<file path="src/rtl/op_route_pkg.sv">
`default_nettype none
// =============================================================================
// op_route_pkg : default op-word ID map and ID-to-channel decode helper
// Rev 1.0
// =============================================================================
package op_route_pkg;

   localparam int         OP_W_DEF        = 16;
   localparam int         ID_LSB_DEF      = 8;
   localparam int         ID_W_DEF        = 4;
   localparam int         N_TASK_DEF      = 6;
   localparam int         TASK_BASE_DEF   = 1;
   localparam int         N_PERIPH_DEF    = 5;
   localparam int         PERIPH_BASE_DEF = 10;
   localparam int         CTRL_ID_DEF     = 15;
   localparam logic [7:0] RST_CMD_DEF     = 8'h01;
   localparam int         CH_IDX_W        = 8;

   typedef struct packed {
      logic                mapped;
      logic [CH_IDX_W-1:0] idx;
   } chan_sel_t;

   // Slot 0 is ctrl, tasks follow from slot 1, peripherals follow the tasks.
   function automatic chan_sel_t id_to_channel(
      input int unsigned id,
      input int unsigned task_base,
      input int unsigned n_task,
      input int unsigned periph_base,
      input int unsigned n_periph,
      input int unsigned ctrl_id
   );
      chan_sel_t sel;
      sel.mapped = 1'b0;
      sel.idx    = '0;
      if (id == ctrl_id) begin
         sel.mapped = 1'b1;
      end else if (id >= task_base && id < task_base + n_task) begin
         sel.mapped = 1'b1;
         sel.idx    = CH_IDX_W'(1 + id - task_base);
      end else if (id >= periph_base && id < periph_base + n_periph) begin
         sel.mapped = 1'b1;
         sel.idx    = CH_IDX_W'(1 + n_task + id - periph_base);
      end
      return sel;
   endfunction

endpackage
`default_nettype wire

</file>
<file path="src/rtl/op_route_slot.sv">
`default_nettype none
// =============================================================================
// op_route_slot : single-entry valid/ready holding register for one channel
// Rev 1.0
// =============================================================================
module op_route_slot #(
   parameter int OP_W = 16
) (
   input  logic            clk,
   input  logic            rst_n,
   input  logic            clr,
   input  logic            wr_en,
   input  logic [OP_W-1:0] wr_op,
   input  logic            rd_ready,
   output logic [OP_W-1:0] op,
   output logic            valid
);

   logic [OP_W-1:0] op_d, op_q;
   logic            valid_d, valid_q;

   // Write wins over a same-cycle pop; clear wins over both. The word is kept on clear.
   always_comb begin
      op_d    = op_q;
      valid_d = valid_q;
      if (valid_q && rd_ready) begin
         valid_d = 1'b0;
      end
      if (wr_en) begin
         op_d    = wr_op;
         valid_d = 1'b1;
      end
      if (clr) begin
         valid_d = 1'b0;
      end
   end

   always_ff @(posedge clk or negedge rst_n) begin
      if (!rst_n) begin
         op_q    <= '0;
         valid_q <= 1'b0;
      end else begin
         op_q    <= op_d;
         valid_q <= valid_d;
      end
   end

   assign op    = op_q;
   assign valid = valid_q;

endmodule
`default_nettype wire

</file>
<file path="src/rtl/op_route_dispatcher.sv">
`default_nettype none
// =============================================================================
// op_route_dispatcher : registered op-word router with soft-reset and drop count
// Rev 1.0
// =============================================================================
module op_route_dispatcher
   import op_route_pkg::*;
#(
   parameter int          OP_W        = OP_W_DEF,
   parameter int          ID_LSB      = ID_LSB_DEF,
   parameter int          ID_W        = ID_W_DEF,
   parameter int          N_TASK      = N_TASK_DEF,
   parameter int          TASK_BASE   = TASK_BASE_DEF,
   parameter int          N_PERIPH    = N_PERIPH_DEF,
   parameter int          PERIPH_BASE = PERIPH_BASE_DEF,
   parameter int          CTRL_ID     = CTRL_ID_DEF,
   parameter logic [7:0]  RST_CMD     = RST_CMD_DEF,
   parameter int          RST_PULSE   = 4,
   parameter int          CNT_W       = 8,
   localparam int         NCH         = 1 + N_TASK + N_PERIPH
) (
   input  logic                clk,
   input  logic                rst_n,
   input  logic [OP_W-1:0]     in_op,
   input  logic                in_valid,
   output logic                in_ready,
   output logic [NCH*OP_W-1:0] ch_op,
   output logic [NCH-1:0]      ch_valid,
   input  logic [NCH-1:0]      ch_ready,
   output logic                soft_rst_n,
   output logic                drop_pulse,
   output logic [CNT_W-1:0]    drop_cnt
);

   localparam int         PCNT_W  = (RST_PULSE > 1) ? $clog2(RST_PULSE) : 1;
   localparam logic [0:0] ST_IDLE = 1'b0;
   localparam logic [0:0] ST_RST  = 1'b1;

   if ((TASK_BASE < 1) || (PERIPH_BASE < 1) ||
       (TASK_BASE + N_TASK > CTRL_ID) || (PERIPH_BASE + N_PERIPH > CTRL_ID) ||
       !((TASK_BASE + N_TASK <= PERIPH_BASE) || (PERIPH_BASE + N_PERIPH <= TASK_BASE)) ||
       (CTRL_ID >= (1 << ID_W)) || (ID_LSB + ID_W > OP_W) || (OP_W < 8) ||
       (RST_PULSE < 1)) begin : g_bad_id_map
      $error("op_route_dispatcher: illegal ID map or parameter set");
   end

   logic [0:0]        state_d, state_q;
   logic [PCNT_W-1:0] pcnt_d, pcnt_q;
   logic              drop_pulse_d, drop_pulse_q;
   logic [CNT_W-1:0]  drop_cnt_d, drop_cnt_q;

   logic [ID_W-1:0]   in_id;
   chan_sel_t         in_sel;
   logic [NCH-1:0]    hit;
   logic [NCH-1:0]    wr_en;
   logic              blocked;
   logic              is_rst_cmd;
   logic              fire;
   logic              slot_clr;
   logic              drop;

   assign in_id = in_op[ID_LSB +: ID_W];

   // Decode and acceptance; unmapped ops are never blocked by a channel.
   always_comb begin
      in_sel = id_to_channel(32'(in_id), TASK_BASE, N_TASK, PERIPH_BASE, N_PERIPH, CTRL_ID);
      hit    = '0;
      for (int k = 0; k < NCH; k++) begin
         hit[k] = in_sel.mapped && (int'(in_sel.idx) == k);
      end
      blocked    = |(hit & ch_valid & ~ch_ready);
      is_rst_cmd = hit[0] && (in_op[7:0] == RST_CMD);
      fire       = in_valid && in_ready;
      slot_clr   = fire && is_rst_cmd;
      drop       = fire && !in_sel.mapped;
      wr_en      = (fire && !is_rst_cmd) ? hit : '0;
   end

   always_ff @(posedge clk or negedge rst_n) begin
      if (!rst_n) begin
         state_q      <= ST_IDLE;
         pcnt_q       <= '0;
         drop_pulse_q <= 1'b0;
         drop_cnt_q   <= '0;
      end else begin
         state_q      <= state_d;
         pcnt_q       <= pcnt_d;
         drop_pulse_q <= drop_pulse_d;
         drop_cnt_q   <= drop_cnt_d;
      end
   end

   // pcnt counts down the remaining soft-reset cycles after the first.
   always_comb begin
      state_d = state_q;
      pcnt_d  = pcnt_q;
      case (state_q)
         ST_IDLE: begin
            if (slot_clr) begin
               state_d = ST_RST;
               pcnt_d  = PCNT_W'(RST_PULSE - 1);
            end
         end
         ST_RST: begin
            if (pcnt_q == '0) begin
               state_d = ST_IDLE;
            end else begin
               pcnt_d = pcnt_q - PCNT_W'(1);
            end
         end
         default: state_d = ST_IDLE;
      endcase
   end

   always_comb begin
      in_ready     = (state_q == ST_IDLE) && !blocked;
      soft_rst_n   = (state_q != ST_RST);
      drop_pulse_d = drop;
      drop_cnt_d   = drop_cnt_q;
      if (drop && (drop_cnt_q != '1)) begin
         drop_cnt_d = drop_cnt_q + CNT_W'(1);
      end
   end

   assign drop_pulse = drop_pulse_q;
   assign drop_cnt   = drop_cnt_q;

   for (genvar k = 0; k < NCH; k++) begin : g_slot
      op_route_slot #(
         .OP_W(OP_W)
      ) u_slot (
         .clk      (clk),
         .rst_n    (rst_n),
         .clr      (slot_clr),
         .wr_en    (wr_en[k]),
         .wr_op    (in_op),
         .rd_ready (ch_ready[k]),
         .op       (ch_op[k*OP_W +: OP_W]),
         .valid    (ch_valid[k])
      );
   end

endmodule
`default_nettype wire

</file>
<file path="config.mk">
export PLATFORM = sky130hd
export DESIGN_NAME = op_route_dispatcher
export DESIGN_NICKNAME = d
export VERILOG_FILES = /design/src/rtl/op_route_pkg.sv /design/src/rtl/op_route_slot.sv /design/src/rtl/op_route_dispatcher.sv
export SDC_FILE = /design/constraint.sdc
export NUM_CORES = 1
export LEC_CHECK = 0
export ABC_AREA = 1
export CAP_MARGIN = 30
export CORE_UTILIZATION = 50
export DETAILED_ROUTE_END_ITERATION = 6
export GPL_ROUTABILITY_DRIVEN = 0
export GPL_TIMING_DRIVEN = 0
export PLACE_DENSITY = 0.86
export RECOVER_POWER = 25
export REMOVE_ABC_BUFFERS = 1
export SYNTH_ARGS = -nofsm -noshare
export SYNTH_HDL_FRONTEND = slang
export SYNTH_SLANG_ARGS = --single-unit
</file>
<file path="constraint.sdc">
create_clock -name clk -period 3.7 [get_ports clk]
set_input_delay 0.74 -clock clk [delete_from_list [all_inputs] [get_ports clk]]
set_output_delay 0.74 -clock clk [all_outputs]
set_load 0.005 [all_outputs]
</file>
# After elaboration in Yosys (flattened, before gate mapping)
# Cells that the tools add are included.
# W data, S select, Z words.
# totals
register_bits,216
input_bits,31
word_cells,157
# op_classes
addsub,6
order_cmp,4
n_eq_ne,16
mux,47
n_bitwise,4
reduce_logical,52
# ops
cell,count
$mux W1,39
$reduce_bool A3 Y1,12
$logic_and A1 B1 Y1,33
$eq A8 B4 Y1 const B,4
$eq A8 B5 Y1 const B,4
$and A12 B12 Y12,2
$mux W9,2
$eq A8 B3 Y1 const B,2
$mux W12,1
$not A12 Y12,1
$reduce_or A12 Y1,1
$add A8 B1 Y8 const B,1
$eq A8 B1 Y1 const B,1
$eq A8 B2 Y1 const B,1
$logic_not A8 Y1,1
$mux W8,1
$ne A8 B8 Y1 const B,1
$sub A5 B1 Y6 const B,1
$sub A5 B4 Y6 const B,1
$add A1 B4 Y5 const A,1
$add A3 B4 Y5 const A,1
$eq A4 B4 Y1 const B,1
$ge A4 B1 Y1 const B,1
$ge A4 B4 Y1 const B,1
12 further kinds,15

# Depth between registers and ports, before layout
# depth
depth_word,17
depth_mapped,22
ltp_nobuf,20

# Cells and area by module
# A second synthesis with hierarchy kept.
# hier_totals
hier_cells,1075
hier_area_um2,9431.5
# by_module_without_submodules
mod,instances,cells_each,area_per_inst_um2
op_route_slot,12,72,675.6
op_route_dispatcher,1,211,1323.8

# Worst setup path after synthesis
# OpenSTA, ideal clock, no wires.
# synth_timing
path_kind,input-to-output
from,input port in_op[9]
to,output port in_ready
arrival_ns,2.410
slack_ns,0.550
stages,17
path_buffers,2
path_cell_list,buf_2 inv_1 ha_1 nor2_1 nand2_1 nand2_2 inv_2 nand2_1 nand2_2 nand2_4 nor2_4 nand2_2 nand2_1 nor2_2 nand2_2 nor2_8 buf_12
# synth_via
elab_chain_cells,12
word_cells_on_any_way,44
# synth_lines
element,line_no,rtl
"start, declared",op_route_dispatcher.sv:24,"input logic [OP_W-1:0] in_op,"
$add A3 B4 Y5 (tied with other cells),op_route_pkg.sv:43,sel.idx = CH_IDX_W'(1 + n_task + id - periph_base);
$sub A5 B4 Y6 or $logic_and A1 B1 Y1 (tied branches),"op_route_pkg.sv:43, op_route_pkg.sv:41",
$mux W9,op_route_pkg.sv:41,end else if (id >= periph_base && id < periph_base + n_periph) begin
$mux W9,op_route_pkg.sv:38,end else if (id >= task_base && id < task_base + n_task) begin
$mux W8,op_route_pkg.sv:36,if (id == ctrl_id) begin
$eq A8 B2 Y1 (tied with other cells),op_route_dispatcher.sv:69,hit[k] = in_sel.mapped && (int'(in_sel.idx) == k);
$logic_and A1 B1 Y1,op_route_dispatcher.sv:69,
$and A12 B12 Y12 * (2 in a row),op_route_dispatcher.sv:71,blocked = |(hit & ch_valid & ~ch_ready);
$reduce_or A12 Y1 *,op_route_dispatcher.sv:71,
$logic_not A1 Y1 *,op_route_dispatcher.sv:116,in_ready = (state_q == ST_IDLE) && !blocked;
$logic_and A1 B1 Y1 *,op_route_dispatcher.sv:116,
"end, declared",op_route_dispatcher.sv:26,"output logic in_ready,"
# Mark *: on every way between the ends. The rest lies on a longest branch, timed or not.

# Final worst setup path
# layout_timing
from,input port in_op[4]
to,register pcnt_q[0]
# layout_via
elab_chain_cells,5
# layout_lines
element,line_no,rtl
$eq A8 B1 Y1,op_route_dispatcher.sv:72,is_rst_cmd = hit[0] && (in_op[7:0] == RST_CMD);
$logic_and A1 B1 Y1,op_route_dispatcher.sv:72,
$logic_and A1 B1 Y1,op_route_dispatcher.sv:74,slot_clr = fire && is_rst_cmd;
$ne A2 B1 Y1 (no line),--,
$reduce_and A2 Y1 (no line),--,
"end signal, assigned",op_route_dispatcher.sv:87,pcnt_q <= pcnt_d;
"end, declared",op_route_dispatcher.sv:48,"logic [PCNT_W-1:0] pcnt_d, pcnt_q;"
# Every way passes these cells.
# A chain may end at the register's enable or synchronous reset.

==> results.cfg <==
[hold_path]
min_path_type = reg -> reg

[sta]
period_minus_slack_ps = 3580
skew_ps = 9.13
finalCritPeriodShare = 0.967
rsz0062_at_grt = no
worst_pin_slew_ps = 2370
slew_headroom = -0.581
fin_ws_ps = 123
setup_viol = 0
timing.hold.ws_ps = 462
final-max-slew-violation-count = 41
fmax_mhz = 280
hold_violations = 0

[clock_network]
cts_tree = yes
h-tree-depth = 1
numCtsBuffers = 24
path_clk_slew_ps = 60
clockBufferDepth = 3
clock-sinks = 216
clk_latency_ps = 510
cts_hold_buf = 0
cts_root_buf = clkbuf_16

[synthesis]
ys_warn_count = 0
ys_ff_latch = 216
syn_area_mm2 = 0.00976
syn_avg_cell_area_um2 = 8.88
synthDistinctLibCells = 31
seq_area_frac_synth = 0.554
syn-instance-count = 1099

[setup_path]
r2r-start = g_slot[10].u_slot.valid
critPathMaxFanout = 61
reg2reg_slack_ps = 1320
arrival_ps = 4020
crit_end = pcnt_q[0]
crit_path_start_kind = input pin
reg2reg_to = g_slot[7].u_slot.op[9]
reg2regPathDepth = 11
critPathLaunch = in_op[4]
required_ps = 4150
cp_slowest_cell = clkdlybuf4s50_1
critPathCaptureType = flip-flop
critPathTopFamily = simple AND/OR/NAND/NOR gates
critPathMaxStageDelay_ps = 910
cp.depth = 9
crit_type = in -> reg
critical_path_buf_inv_count = 3
path_cells = clkdlybuf4s50_1, nor4_2, nand3_4, buf_16, inv_1, nand3_2, nand2_1, nand2_1, nand2_1
critPathMostFrequentCell = nand2_1

[drt]
first_pass_iters = 5
routed_wl_mm = 31.5
drc = 0
wl_per_cell_um = 20.0
dr_total_vias = 8971
initialDrtViolationCount = 773
via_per_inst = 5.69
ant_nets = 0

[pwr]
total_leakage_power_nw = 6.56
ir_drop_v = 0.000390
p_comb_frac = 0.316
clockPowerShare = 0.275
pwr-share-seq = 0.408
intPower_mw = 6.08
switchingPower_mw = 2.53
p_sw_frac = 0.294
power.density_mw_per_mm2 = 648

[global_routing]
antenna_found_initial = 2
overflow = 0
grt_pass1_vias = 8868
grt_pass1_wl_mm = 49.6
grt_max_degree = 92
grt_usage = 0.318

[layout]
num-nets-final = 1335
final_cell_mix = 436 x nand2_1, 237 x clkdlybuf4s50_1, 216 x dfrtp_1, 188 x nand4_1, 44 x inv_1
fin_area_mm2 = 0.0133
drive_gt1_frac = 0.0981
postLayoutCoreUtil = 0.703
layout_commonest_cell = nand2_1
area_delta_synth_final_pct = 36.1

[placed_design]
dp_slack_ps = -1670
port_buffers = 245
dp_hpwl_mm = 19.6
place_area_mm2 = 0.0124

[die]
ios = 246
die_h_um = 142
die_area_mm2 = 0.0201
start_util = 0.517
coreArea_mm2 = 0.0189
num_rows = 50
die_w_um = 142

[job]
maxCapViolCount = 1

[run_status]
violations = max-capacitance violations, max-slew violations
outcome = finished with violations
-- synthesized netlist by cell type (all sizes together) --
| cell | instances | share of area |
|---|---|---|
| nor4 | 2 | 0.0013 |
| clkinv | 2 | 0.00077 |
| inv | 57 | 0.022 |
| xnor2 | 1 | 0.00090 |
| clkbuf | 37 | 0.014 |
| nand3 | 20 | 0.012 |
| dfrtp | 216 | 0.55 |
| nor3 | 2 | 0.0010 |
| or2 | 1 | 0.00064 |
| a21oi | 3 | 0.0019 |
| nor2 | 38 | 0.021 |
| buf | 59 | 0.037 |
| ha | 6 | 0.0077 |
| xor2 | 5 | 0.0045 |
| nand2 | 449 | 0.18 |
| nand4 | 201 | 0.14 |
-- final cells by class --
class	count	area [um^2]
antenna	1	2.50
clock buffer	37	761
clock inverter	6	36.3
fill	1441	5610
inverter	59	224
multi-input combinational	730	3720
sequential	216	5410
tap	260	325
timing repair buffer	267	2800
-- state kept, by name (all words and copies together), names as in the netlist --
register and cells:
state_q 1, g_slot.u_slot.valid 12, pcnt_q 2, drop_pulse 1, drop_cnt 8, g_slot.u_slot.op 192
-- worst min-delay path by stage --
stage,cells after the start,to,from
after detailed placement,2,g_slot[11].u_slot.op[10],g_slot[11].u_slot.op[10]
after global placement,2,g_slot[10].u_slot.op[8],g_slot[10].u_slot.op[8]
after global routing,2,g_slot[8].u_slot.op[11],g_slot[8].u_slot.op[11]
final,2,g_slot[8].u_slot.op[11],g_slot[8].u_slot.op[11]
after floorplan,0,drop_cnt[0],rst_n
after CTS,1,g_slot[4].u_slot.op[7],rst_n
-- metrics by stage --
stage	cells	setup TNS, ps	total power, mW
floorplan	1003	-802800	4.28
global placement	1508	-3294670	6.08
detailed placement	1524	-286050	6.21
CTS	1575	0	8.64
global route	1576	0	9.03
finish	1576	0	8.60
-- cells by family after synthesis --
group / synth area share
and+or+nand+nor: 0.357
AOI/OAI and AO/OA: 0.00192
DFF: 0.554
buffers and inverters: 0.0741
adders and majority gates: 0.00769
xor gates and xnor gates: 0.00538
-- power by group through the flow --
| stage | logic [mW] | clock network [mW] | registers (mW) |
|---|---|---|---|
| after global placement | 2.57 | 0 | 3.51 |
| after global routing | 2.96 | 2.49 | 3.58 |
| final | 2.72 | 2.37 | 3.51 |
| after detailed placement | 2.70 | 0 | 3.51 |
| after floorplan | 0.738 | 0 | 3.55 |
| after CTS | 2.74 | 2.40 | 3.50 |
-- tightest hold or removal path: cells and delay by family (launching register included) --
kind | cells | cell delay (ps)
buf+inv | 1 | 40
flops | 1 | 340
simple gates | 1 | 50
-- repair_timing --
| item | 4_1_cts | 5_1_grt |
|---|---|---|
| gates resized for setup | 27 | 10 |
| endpoints found under the setup margin | 216 | 12 |
| pin swaps | 8 | 2 |
| buffers inserted | 6 | 0 |
| cloned | 2 | 0 |
-- routing by layer --
layer  vias to the layer above  wire, um  track usage
met1                      4415     12400        0.418
met5                         -         0            0
li1                       4039         -            -
met2                       441     15100        0.514
met4                         0      1060        0.123
met3                        76      2840       0.0736
Power figures use the tool's default switching activity.
